<file path="config.mk">
export PLATFORM = sky130hd
export DESIGN_NAME = jogo_memoria_param
export DESIGN_NICKNAME = d
export VERILOG_FILES = /design/src/rtl/jogo_pkg.sv /design/src/rtl/ram_jogadas.sv /design/src/rtl/jogo_memoria_param.sv
export SDC_FILE = /design/constraint.sdc
export NUM_CORES = 1
export LEC_CHECK = 0
export ABC_AREA = 0
export ABC_CLOCK_PERIOD_IN_PS = 7250
export CORE_MARGIN = 2
export CORE_UTILIZATION = 52
export DETAILED_ROUTE_END_ITERATION = 7
export DONT_BUFFER_PORTS = 1
export HOLD_SLACK_MARGIN = 0.12
export MAX_ROUTING_LAYER = met4
export PLACE_DENSITY = 0.77
export SLEW_MARGIN = 40
export SYNTH_ARGS = -nofsm -noshare
export SYNTH_HDL_FRONTEND = slang
export SYNTH_SLANG_ARGS = --single-unit
</file>
<file path="constraint.sdc">
create_clock -name clock -period 7.25 [get_ports clock]
set_input_delay 0.725 -clock clock [delete_from_list [all_inputs] [get_ports clock]]
set_output_delay 0.725 -clock clock [all_outputs]
set_load 0.03 [all_outputs]
</file>
<file path="src/rtl/jogo_pkg.sv">
// Shared definitions for the parametrised memory-sequence game: state codes
// and the one-hot test applied to every registered play.
package jogo_pkg;

  // State codes are visible on db_estado and drive the board hex decoders.
  typedef enum logic [3:0] {
    INICIAL     = 4'h0,
    PREPARA     = 4'h1,
    MOSTRA      = 4'h2,
    ESPERA      = 4'h3,
    COMPARA     = 4'h4,
    ESPERA_NOVA = 4'h5,
    ESCREVE     = 4'h6,
    FIM_GANHOU  = 4'hA,
    FIM_PERDEU  = 4'hE,
    FIM_TIMEOUT = 4'hF
  } estado_t;

  // Widest button bank supported; narrower plays are zero-extended.
  localparam int MAX_BOTOES = 8;

  // True when exactly one bit of v is set.
  function automatic logic eh_one_hot(input logic [MAX_BOTOES-1:0] v);
    return (v != '0) && ((v & (v - 8'd1)) == '0);
  endfunction

endpackage

</file>
<file path="src/rtl/ram_jogadas.sv">
// Play memory: DEPTH words of N_BOTOES bits. Synchronous write, asynchronous
// read. Word 0 holds the first play and is reloaded on every reset.
module ram_jogadas
  import jogo_pkg::*;
#(
  parameter int                  N_BOTOES        = 4,
  parameter int                  DEPTH           = 16,
  parameter logic [N_BOTOES-1:0] PRIMEIRA_JOGADA = {{(N_BOTOES-1){1'b0}}, 1'b1},
  parameter int                  AW              = $clog2(DEPTH)
) (
  input  logic                i_clk,
  input  logic                i_rst_n,
  input  logic                i_we,
  input  logic [AW-1:0]       i_waddr,
  input  logic [N_BOTOES-1:0] i_wdata,
  input  logic [AW-1:0]       i_raddr,
  output logic [N_BOTOES-1:0] o_rdata
);

  logic [N_BOTOES-1:0] r_mem [DEPTH];

  // Reset only restores word 0; the rest is rewritten before it is ever read.
  always_ff @(posedge i_clk) begin
    if (!i_rst_n) begin
      r_mem[0] <= PRIMEIRA_JOGADA;
    end else if (i_we) begin
      r_mem[i_waddr] <= i_wdata;
    end
  end

  assign o_rdata = r_mem[i_raddr];

endmodule

</file>
<file path="src/rtl/jogo_memoria_param.sv">
// Memory-sequence game core. Shows the first play, then each round the player
// repeats the stored sequence and appends a new play. Ends in win, lose or
// timeout; iniciar from any final state starts a new game.
//
// Play detection: a play is the 0 -> non-zero transition of OR(botoes),
// measured against the OR registered on the previous cycle. r_tem_jogada is
// high for exactly one cycle per play and r_jogada is loaded on that same
// edge, so both are valid together during the following cycle. Holding or
// releasing a button never creates another play.
module jogo_memoria_param
  import jogo_pkg::*;
#(
  parameter int                  N_BOTOES        = 4,
  parameter int                  DEPTH           = 16,
  parameter logic [N_BOTOES-1:0] PRIMEIRA_JOGADA = {{(N_BOTOES-1){1'b0}}, 1'b1},
  parameter int                  MOSTRA_CICLOS   = 2000,
  parameter int                  TIMEOUT_CICLOS  = 5000,
  parameter int                  TIMEOUT_EN      = 1
) (
  input  logic                      clock,
  input  logic                      reset,
  input  logic                      iniciar,
  input  logic [N_BOTOES-1:0]       botoes,
  output logic [N_BOTOES-1:0]       leds,
  output logic                      pronto,
  output logic                      ganhou,
  output logic                      perdeu,
  output logic                      db_timeout,
  output logic [3:0]                db_estado,
  output logic [$clog2(DEPTH)-1:0]  db_rodada,
  output logic [$clog2(DEPTH)-1:0]  db_endereco,
  output logic [N_BOTOES-1:0]       db_jogada
);

  localparam int AW      = $clog2(DEPTH);
  localparam int CNT_LIM = (MOSTRA_CICLOS > TIMEOUT_CICLOS) ? MOSTRA_CICLOS : TIMEOUT_CICLOS;
  localparam int CNT_W   = $clog2(CNT_LIM + 1);

  localparam logic [AW-1:0]    ULTIMA_RODADA = AW'(DEPTH - 1);
  localparam logic [CNT_W-1:0] FIM_MOSTRA    = CNT_W'(MOSTRA_CICLOS - 1);
  localparam logic [CNT_W-1:0] FIM_TEMPO     = CNT_W'(TIMEOUT_CICLOS - 1);

  estado_t             r_estado;
  estado_t             w_proximo;
  logic                r_or_prev;
  logic                r_tem_jogada;
  logic [N_BOTOES-1:0] r_jogada;
  logic [AW-1:0]       r_rodada;
  logic [AW-1:0]       r_endereco;
  logic [CNT_W-1:0]    r_cnt;

  logic                w_or_botoes;
  logic                w_borda;
  logic                w_jogada_valida;
  logic                w_jogada_ok;
  logic                w_em_espera;
  logic                w_tempo_esgotado;
  logic                w_we;
  logic [AW-1:0]       w_waddr;
  logic [N_BOTOES-1:0] w_dado_ram;

  assign w_or_botoes      = |botoes;
  assign w_borda          = w_or_botoes & ~r_or_prev;
  assign w_jogada_valida  = eh_one_hot(MAX_BOTOES'(r_jogada));
  assign w_jogada_ok      = w_jogada_valida && (r_jogada == w_dado_ram);
  assign w_em_espera      = (r_estado == ESPERA) || (r_estado == ESPERA_NOVA);
  assign w_tempo_esgotado = (TIMEOUT_EN != 0) && (r_cnt == FIM_TEMPO);
  assign w_we             = (r_estado == ESCREVE);
  assign w_waddr          = r_rodada + AW'(1);

  ram_jogadas #(
    .N_BOTOES        (N_BOTOES),
    .DEPTH           (DEPTH),
    .PRIMEIRA_JOGADA (PRIMEIRA_JOGADA)
  ) u_ram (
    .i_clk   (clock),
    .i_rst_n (reset),
    .i_we    (w_we),
    .i_waddr (w_waddr),
    .i_wdata (r_jogada),
    .i_raddr (r_endereco),
    .o_rdata (w_dado_ram)
  );

  // Edge detector on OR(botoes); the play value is captured with the pulse.
  always_ff @(posedge clock) begin
    if (!reset) begin
      r_or_prev    <= 1'b0;
      r_tem_jogada <= 1'b0;
      r_jogada     <= '0;
    end else begin
      r_or_prev    <= w_or_botoes;
      r_tem_jogada <= w_borda;
      if (w_borda) r_jogada <= botoes;
    end
  end

  // State register.
  always_ff @(posedge clock) begin
    if (!reset) r_estado <= INICIAL;
    else        r_estado <= w_proximo;
  end

  // Next-state logic; a play arriving on the timeout cycle takes priority.
  always_comb begin
    w_proximo = r_estado;
    case (r_estado)
      INICIAL:     if (iniciar) w_proximo = PREPARA;
      PREPARA:     w_proximo = MOSTRA;
      MOSTRA:      if (r_cnt == FIM_MOSTRA) w_proximo = ESPERA;
      ESPERA: begin
        if (r_tem_jogada)          w_proximo = COMPARA;
        else if (w_tempo_esgotado) w_proximo = FIM_TIMEOUT;
      end
      COMPARA: begin
        if (!w_jogada_ok)                     w_proximo = FIM_PERDEU;
        else if (r_endereco < r_rodada)       w_proximo = ESPERA;
        else if (r_rodada == ULTIMA_RODADA)   w_proximo = FIM_GANHOU;
        else                                  w_proximo = ESPERA_NOVA;
      end
      ESPERA_NOVA: begin
        if (r_tem_jogada)          w_proximo = w_jogada_valida ? ESCREVE : FIM_PERDEU;
        else if (w_tempo_esgotado) w_proximo = FIM_TIMEOUT;
      end
      ESCREVE:     w_proximo = ESPERA;
      FIM_GANHOU, FIM_PERDEU, FIM_TIMEOUT: if (iniciar) w_proximo = PREPARA;
      default:     w_proximo = INICIAL;
    endcase
  end

  // Round/address counters and the shared display/timeout cycle counter.
  // The cycle counter restarts on every state change and on every play, and
  // saturates so it cannot wrap while timeout detection is disabled.
  always_ff @(posedge clock) begin
    if (!reset) begin
      r_rodada   <= '0;
      r_endereco <= '0;
      r_cnt      <= '0;
    end else begin
      if ((w_proximo != r_estado) || (w_em_espera && r_tem_jogada)) r_cnt <= '0;
      else if (r_cnt != '1)                                          r_cnt <= r_cnt + CNT_W'(1);

      case (r_estado)
        PREPARA: begin
          r_rodada   <= '0;
          r_endereco <= '0;
        end
        COMPARA: if (w_jogada_ok && (r_endereco < r_rodada)) r_endereco <= r_endereco + AW'(1);
        ESCREVE: begin
          r_rodada   <= r_rodada + AW'(1);
          r_endereco <= '0;
        end
        default: ;
      endcase
    end
  end

  // LEDs show the first play while displaying it, otherwise echo the buttons.
  always_comb begin
    leds = botoes;
    if (r_estado == MOSTRA) leds = w_dado_ram;
  end

  assign pronto      = (r_estado == FIM_GANHOU) || (r_estado == FIM_PERDEU) || (r_estado == FIM_TIMEOUT);
  assign ganhou      = (r_estado == FIM_GANHOU);
  assign perdeu      = (r_estado == FIM_PERDEU) || (r_estado == FIM_TIMEOUT);
  assign db_timeout  = (r_estado == FIM_TIMEOUT);
  assign db_estado   = r_estado;
  assign db_rodada   = r_rodada;
  assign db_endereco = r_endereco;
  assign db_jogada   = r_jogada;

endmodule
</file>
==> metrics, run 1 <==
Die H=between 90 and 100 microns; Hold Crit Start=reset; Post-Syn Area per Cell=11.8 sq um; Max-slew headroom=43.8%; RSZ-0062 raised after global routing=false; setup_tns=0 ns; Setup Skew=0.0118 ns; hold path cells=1; crit path capture type=output port; CTS tree=done; CTS Buf Count=9; 1st-pass router iterations=5; GRT Total Usage=approximately 22%; I/O pins=31; placed instance area=4830 sq um; largest net degree at the start of global routing=18; CTS max path bufs=2; clk slew on worst S/H paths=about 0.09 ns; Nets=409; die area=9940 sq um; pwr/cell area=198 nW/um^2; Gate Count Post-Synth=403; number of flops mapped to enable cells by yosys=64; yosys warns=0; Final setup viols=0; Clock H-tree levels=3; Final Cycle Share=46.8%; postcts setup bufs=0; Cell Area, Synth=4760 sq um; fin. max-slew vios=0; ys async rst share=0%; synthesized-area fraction occupied by adder cells=1.58%; sequential fraction of the synthesis area=55.0%; Layout Cells excl Fill=509; Hold Slack=about 0.5 ns; # clock sinks=slightly below 100; Simple-Gate Fraction of Synth Area=14.7%; commonest non-fill, non-tap cells in the layout=64 x edfxtp_1, 33 x dfxtp_1, 32 x nor2_1; worst skew pair latency=approximately 0.36 ns; main combinational cell family by area after synthesis=simple AND/OR/NAND/NOR gates; wire per inst=19.4 microns; drt total wl=between 9000 and 10,000 microns; Post-Syn Nets=416; main flop type after synthesis=edfxtp_1; Worst setup SP type=flop; Crit Path Max Fanout=13; via-per-instance ratio=6.35; Max-Cap Viols=0; vias in the first global route=3,026; Design Area, Final=5020 sq um; min-delay worst type=in -> reg; R2R Path End=r_cnt[11]; Hold Buf Count CTS=0; leakage power=~1.5 nW; status=complete, no violations; first-pass GRT wire length=about 16,000 microns; routability cong.=0.865; Synth-to-Final Area Change=5.30%; Antenna Violating Nets Remaining=0; commonest non-fill, non-tap cell in the layout=edfxtp_1; Inst Count DP=~490; antenna violations before repair=0; Layout fillers=715; Initial Utilization=54.1%; maximum vdd drop=0.0000968 V; Post-Synth XOR/XNOR Area=around 3.7%; R2R depth=6; PortBufs=0; Critical Path RT=between 6 and 7 ns; DP HPWL=7060 microns; post-synthesis compound-gate area fraction=under 10%; Min-Delay Endpoint=db_estado[0]; vias=around 3,200; r2r setup slk=just under 4 ns; detailed router's first-iteration violation count=312; CTS root buf=clkbuf_8; number of core rows=34; drc violations=0; Tot Pwr=0.991 mW; post-synthesis cell type count=62; CORE AREA=8810 sq um; critical path class=reg -> out; Multi-input gate area=2010 sq um; mux contribution to synthesized area=12.5%; total congestion overflow=0; Worst-Margin Slew=0.842 ns; register area=2630 sq um; layout cells sized above 1=between 10% and 20%; die width=around 100 microns; # diodes=0; Post-CTS Resized=0; synthesized flop and latch total=99; fin crit period=3.39 ns; Max Fclk=295 MHz; Hold Vio Cnt, Final=0; CP Data Arrival Time=2.67 ns
-- cell type report --
type	instances	share of cell area, %
inverters	14	1.05
clock inverters	7	1.07
multi-input cells	270	40.1
well taps	108	2.69
flip-flops and latches	99	52.3
repair buffers	2	0.299
clock buffers	9	2.47
-- worst max-delay path by stage --
stage / start / end / slack [ns] / cells past startpoint
2_1_floorplan: db_estado[1] / leds[0] / 4.51 / 4
3_3_place_gp: flop / r_cnt[1] / 3.82 / 7
3_5_place_dp: flop / r_cnt[8] / 3.76 / 7
4_1_cts: flop / r_cnt[8] / 3.73 / 7
5_1_grt: flop / r_cnt[12] / 3.74 / 6
6_report: flop / leds[2] / 3.86 / 3
-- kinds of logic (layout without fill, tap and decap cells) --
kind of cell,after synthesis,in the layout
flops,99,99
mux,38,38
simple gates,138,138
xor+xnor,20,20
fa+ha+maj,6,6
compound gates,68,68
buf+inv,34,32
-- metal layers --
metal	GRT usage [%]	part of all wire (%)	wire length (microns)
met5	-	0	0
met4	7.69	1.3	133
met3	5.90	8.5	839
met2	30.4	45	4440
met1	30.4	45	4490
-- report_power, final --
part           switching, mW  internal [mW]
logic                 0.0336         0.0192
registers             0.0171          0.598
clock network          0.197          0.126
-- Yosys cell counts (2+ instances only) --
cell | number | area, sq um
a31oi_1 | 3 | 18.8
nand3_1 | 13 | 65.1
buf_2 | 2 | 10.0
a21oi_1 | 16 | 80.1
o2111ai_1 | 2 | 17.5
o21a_1 | 2 | 15.0
nand2_1 | 29 | 109
o21ai_1 | 3 | 15.0
and3_1 | 3 | 18.8
a21o_1 | 2 | 15.0
and2_1 | 3 | 18.8
xnor2_1 | 10 | 87.6
dfxtp_1 | 35 | 701
mux2_2 | 11 | 124
nand2b_1 | 6 | 37.5
edfxtp_1 | 64 | 1920
inv_1 | 14 | 52.6
xor2_1 | 10 | 87.6
nor3_1 | 24 | 120
o21ai_0 | 20 | 100
mux4_2 | 12 | 270
o32ai_1 | 2 | 17.5
nor2b_1 | 5 | 31.3
nor2_1 | 32 | 120
mux4_1 | 3 | 78.8
and4_1 | 4 | 35.0
nand4_1 | 4 | 25.0
buf_6 | 3 | 33.8
a211oi_1 | 2 | 15.0
nor4_1 | 5 | 31.3
clkbuf_1 | 13 | 48.8
mux2i_1 | 11 | 110
ha_1 | 6 | 75.1
-- critical path: stages (launching register included) --
cell	delay, ns
dfxtp_1	0.73
mux4_1	0.64
mux4_2	0.54
mux2_2	0.38
-- through the flow --
stage,utilization (%),worst slack (ns)
floorplan,-,4.51
global placement,54.7,3.82
detailed placement,54.8,3.76
CTS,56.8,3.73
global route,57.0,3.74
finish,57.0,3.86
-- flip-flops by register name (all words and copies together), names as in the netlist, named ones only --
signal / flops
r_or_prev: 1
db_endereco: 4
db_rodada: 4
db_estado: 4
r_cnt: 13
u_ram.r_mem: 64
r_tem_jogada: 1
db_jogada: 4
(Power assumes the default switching activity.)
==> run 2, diff against run 1 <==
--- a/config.mk
+++ b/config.mk
@@ -6,7 +6,7 @@
 export NUM_CORES = 1
 export LEC_CHECK = 0
 export ABC_AREA = 0
-export ABC_CLOCK_PERIOD_IN_PS = 7250
+export ABC_CLOCK_PERIOD_IN_PS = 3500
 export CORE_MARGIN = 2
 export CORE_UTILIZATION = 52
 export DETAILED_ROUTE_END_ITERATION = 7
==> constraint.sdc (replaced) <==
create_clock -name clock -period 3.5 [get_ports clock]
set_input_delay 0.35 -clock clock [delete_from_list [all_inputs] [get_ports clock]]
set_output_delay 0.35 -clock clock [all_outputs]
set_load 0.03 [all_outputs]
==> metrics, run 2 (same netlist as run 1, synthesis figures left out) <==
CTS max path bufs=2 (unchanged); vias in the first global route=3,143 (was 3,026); I/O pins=31 (unchanged); Max-Cap Viols=0 (unchanged); Max-slew headroom=59.9% (was 43.8%); min-delay worst type=in -> reg (unchanged); CORE AREA=8810 sq um (unchanged); # diodes=0 (unchanged); 1st-pass router iterations=5 (unchanged); layout cells sized above 1=16.6% (was 14.0%); Core Util, Final=59.3% (was 57.0%); CTS tree=done (unchanged); Int Power=1.58 mW (was 0.744 mW); largest net degree at the start of global routing=22 (was 18); Worst setup SP type=flop (unchanged); Initial Utilization=54.1% (unchanged); worst skew pair latency=0.38 ns (was 0.36 ns); Tot Pwr=2.16 mW (was 0.991 mW); Top Registers=u_ram.r_mem x64, r_cnt x13 (unchanged); Net Sw Frac=26.8% (was 25.0%); antenna violations before repair=0 (unchanged); commonest non-fill, non-tap cell in the layout=edfxtp_1 (unchanged); Final setup viols=0 (unchanged); Inst Count DP=509 (was 493); leakage power=1.65 nW (was 1.51 nW); fin. max-slew vios=0 (unchanged); Critical Path RT=3.74 ns (was 6.52 ns); detailed router's first-iteration violation count=222 (was 312); critical-path cell list=mux4_1 -> mux4_2 -> a311o_2 -> and3_2 -> a21oi_2 -> nor3_1 (was mux4_1 -> mux4_2 -> mux2_2); P_sw=0.579 mW (was 0.247 mW); total congestion overflow=0 (unchanged); die width=99.7 microns (unchanged); Max Fclk=324 MHz; CTS Buf Count=9 (unchanged); Antenna Violating Nets Remaining=0 (unchanged); drc violations=0 (unchanged); first-pass GRT wire length=16,600 microns (was 15,800 microns); critical path class=reg -> reg (was reg -> out); cell family with most CP delay=multiplexers (unchanged); Layout Cells excl Fill=530 (was 509); Gate power share=7.0% (was 5.3%); Nets=430 (was 409); vias=3,361 (was 3,232); status=complete, no violations (unchanged); PortBufs=0 (unchanged); Reg power frac=58.0% (was 62.1%); Hold Buf Count CTS=4 (was 0); crit path capture type=flop (was output port); # clock sinks=99 (unchanged); wire per inst=19.5 microns (was 19.4 microns); Die H=99.7 microns (unchanged); Critical-path top delay cell=mux4_1 (was dfxtp_1); routability cong.=0.888 (was 0.865); Setup Skew=0.0129 ns (was 0.0118 ns); DP HPWL=7400 microns (was 7060 microns); die area=9940 sq um (unchanged); via-per-instance ratio=6.34 (was 6.35); pwr/cell area=414 nW/um^2 (was 198 nW/um^2); commonest non-fill, non-tap cells in the layout=64 x edfxtp_1, 35 x dfxtp_1, 32 x nor2_1 (was 64 x edfxtp_1, 33 x dfxtp_1, 32 x nor2_1); setup_tns=0 ns (unchanged); GRT Total Usage=22.4% (was 21.6%); CTS root buf=clkbuf_8 (unchanged); Reg with most FFs=u_ram.r_mem (unchanged); clk slew on worst S/H paths=0.11 ns (was 0.09 ns); number of core rows=34 (unchanged); RSZ-0062 raised after global routing=false (unchanged); drt total wl=10,300 microns (was 9900 microns); fin crit period=around 3 ns; Clock H-tree levels=3 (unchanged); Crit Path Max Fanout=13 (unchanged); worst path buffer plus inverter count=0 (unchanged); maximum vdd drop=0.000257 V (was 0.0000968 V); postcts setup bufs=0 (unchanged); Synth-to-Final Area Change=9.56% (was 5.30%); Hold Slack=0.136 ns (was 0.486 ns); crit-path max cell delay=0.60 ns (was 0.73 ns); Final Cycle Share=88.3%; Post-CTS Resized=0 (unchanged); Hold Vio Cnt, Final=0 (unchanged); max reg flops=64 (unchanged); CP Data Arrival Time=3.33 ns (was 2.67 ns); clock share of power=35.1% (was 32.6%); Worst-Margin Slew=0.598 ns (was 0.842 ns)
## run 2: layout make-up
| class | instances | area [sq um] |
|---|---|---|
| fillers | 675 | 3590 |
| flip-flops and latches | 99 | 2620 |
| multi-input cells | 270 | 2010 |
| repair buffers | 23 | 183 |
| well taps | 108 | 135 |
| clock buffers | 9 | 124 |
| clock inverters | 7 | 91.3 |
| inverters | 14 | 52.6 |
## run 2: final timing paths
kind                  start   endpoint  slack, ns  depth (start not counted)
setup / recovery       flop   r_cnt[0]       0.41                          6
hold / removal    botoes[3]  r_or_prev       0.14                          2
hold reg to reg    r_cnt[9]   r_cnt[9]       0.55                          2
setup reg to reg       flop   r_cnt[0]       0.41                          6
## run 2: power groups by stage
stage / sequential, mW / clock [mW] / combinational [mW]
after floorplan: 1.28 / 0 / 0.102
after global placement: 1.28 / 0 / 0.140
after detailed placement: 1.28 / 0 / 0.143
after CTS: 1.25 / 0.766 / 0.148
after global routing: 1.26 / 0.801 / 0.165
final: 1.25 / 0.759 / 0.150
## run 2: stage by stage
step | area [sq um] | setup slack (ns)
4_1_cts | 5210 | 0.422
2_1_floorplan | 4760 | 0.820
3_3_place_gp | 4940 | 0.534
5_1_grt | 5220 | 0.225
3_5_place_dp | 4950 | 0.426
6_report | 5220 | 0.409
## run 2: metal layers
| layer | wire length [microns] | GRT usage [%] | up-vias | part of all wire (%) |
|---|---|---|---|---|
| li1 | - | - | 1546 | - |
| met1 | 4650 | 31.2 | 1654 | 45 |
| met2 | 4660 | 33.0 | 149 | 45 |
| met3 | 900 | 6.32 | 12 | 8.7 |
| met4 | 133 | 5.58 | 0 | 1.3 |
| met5 | 0 | - | - | 0 |
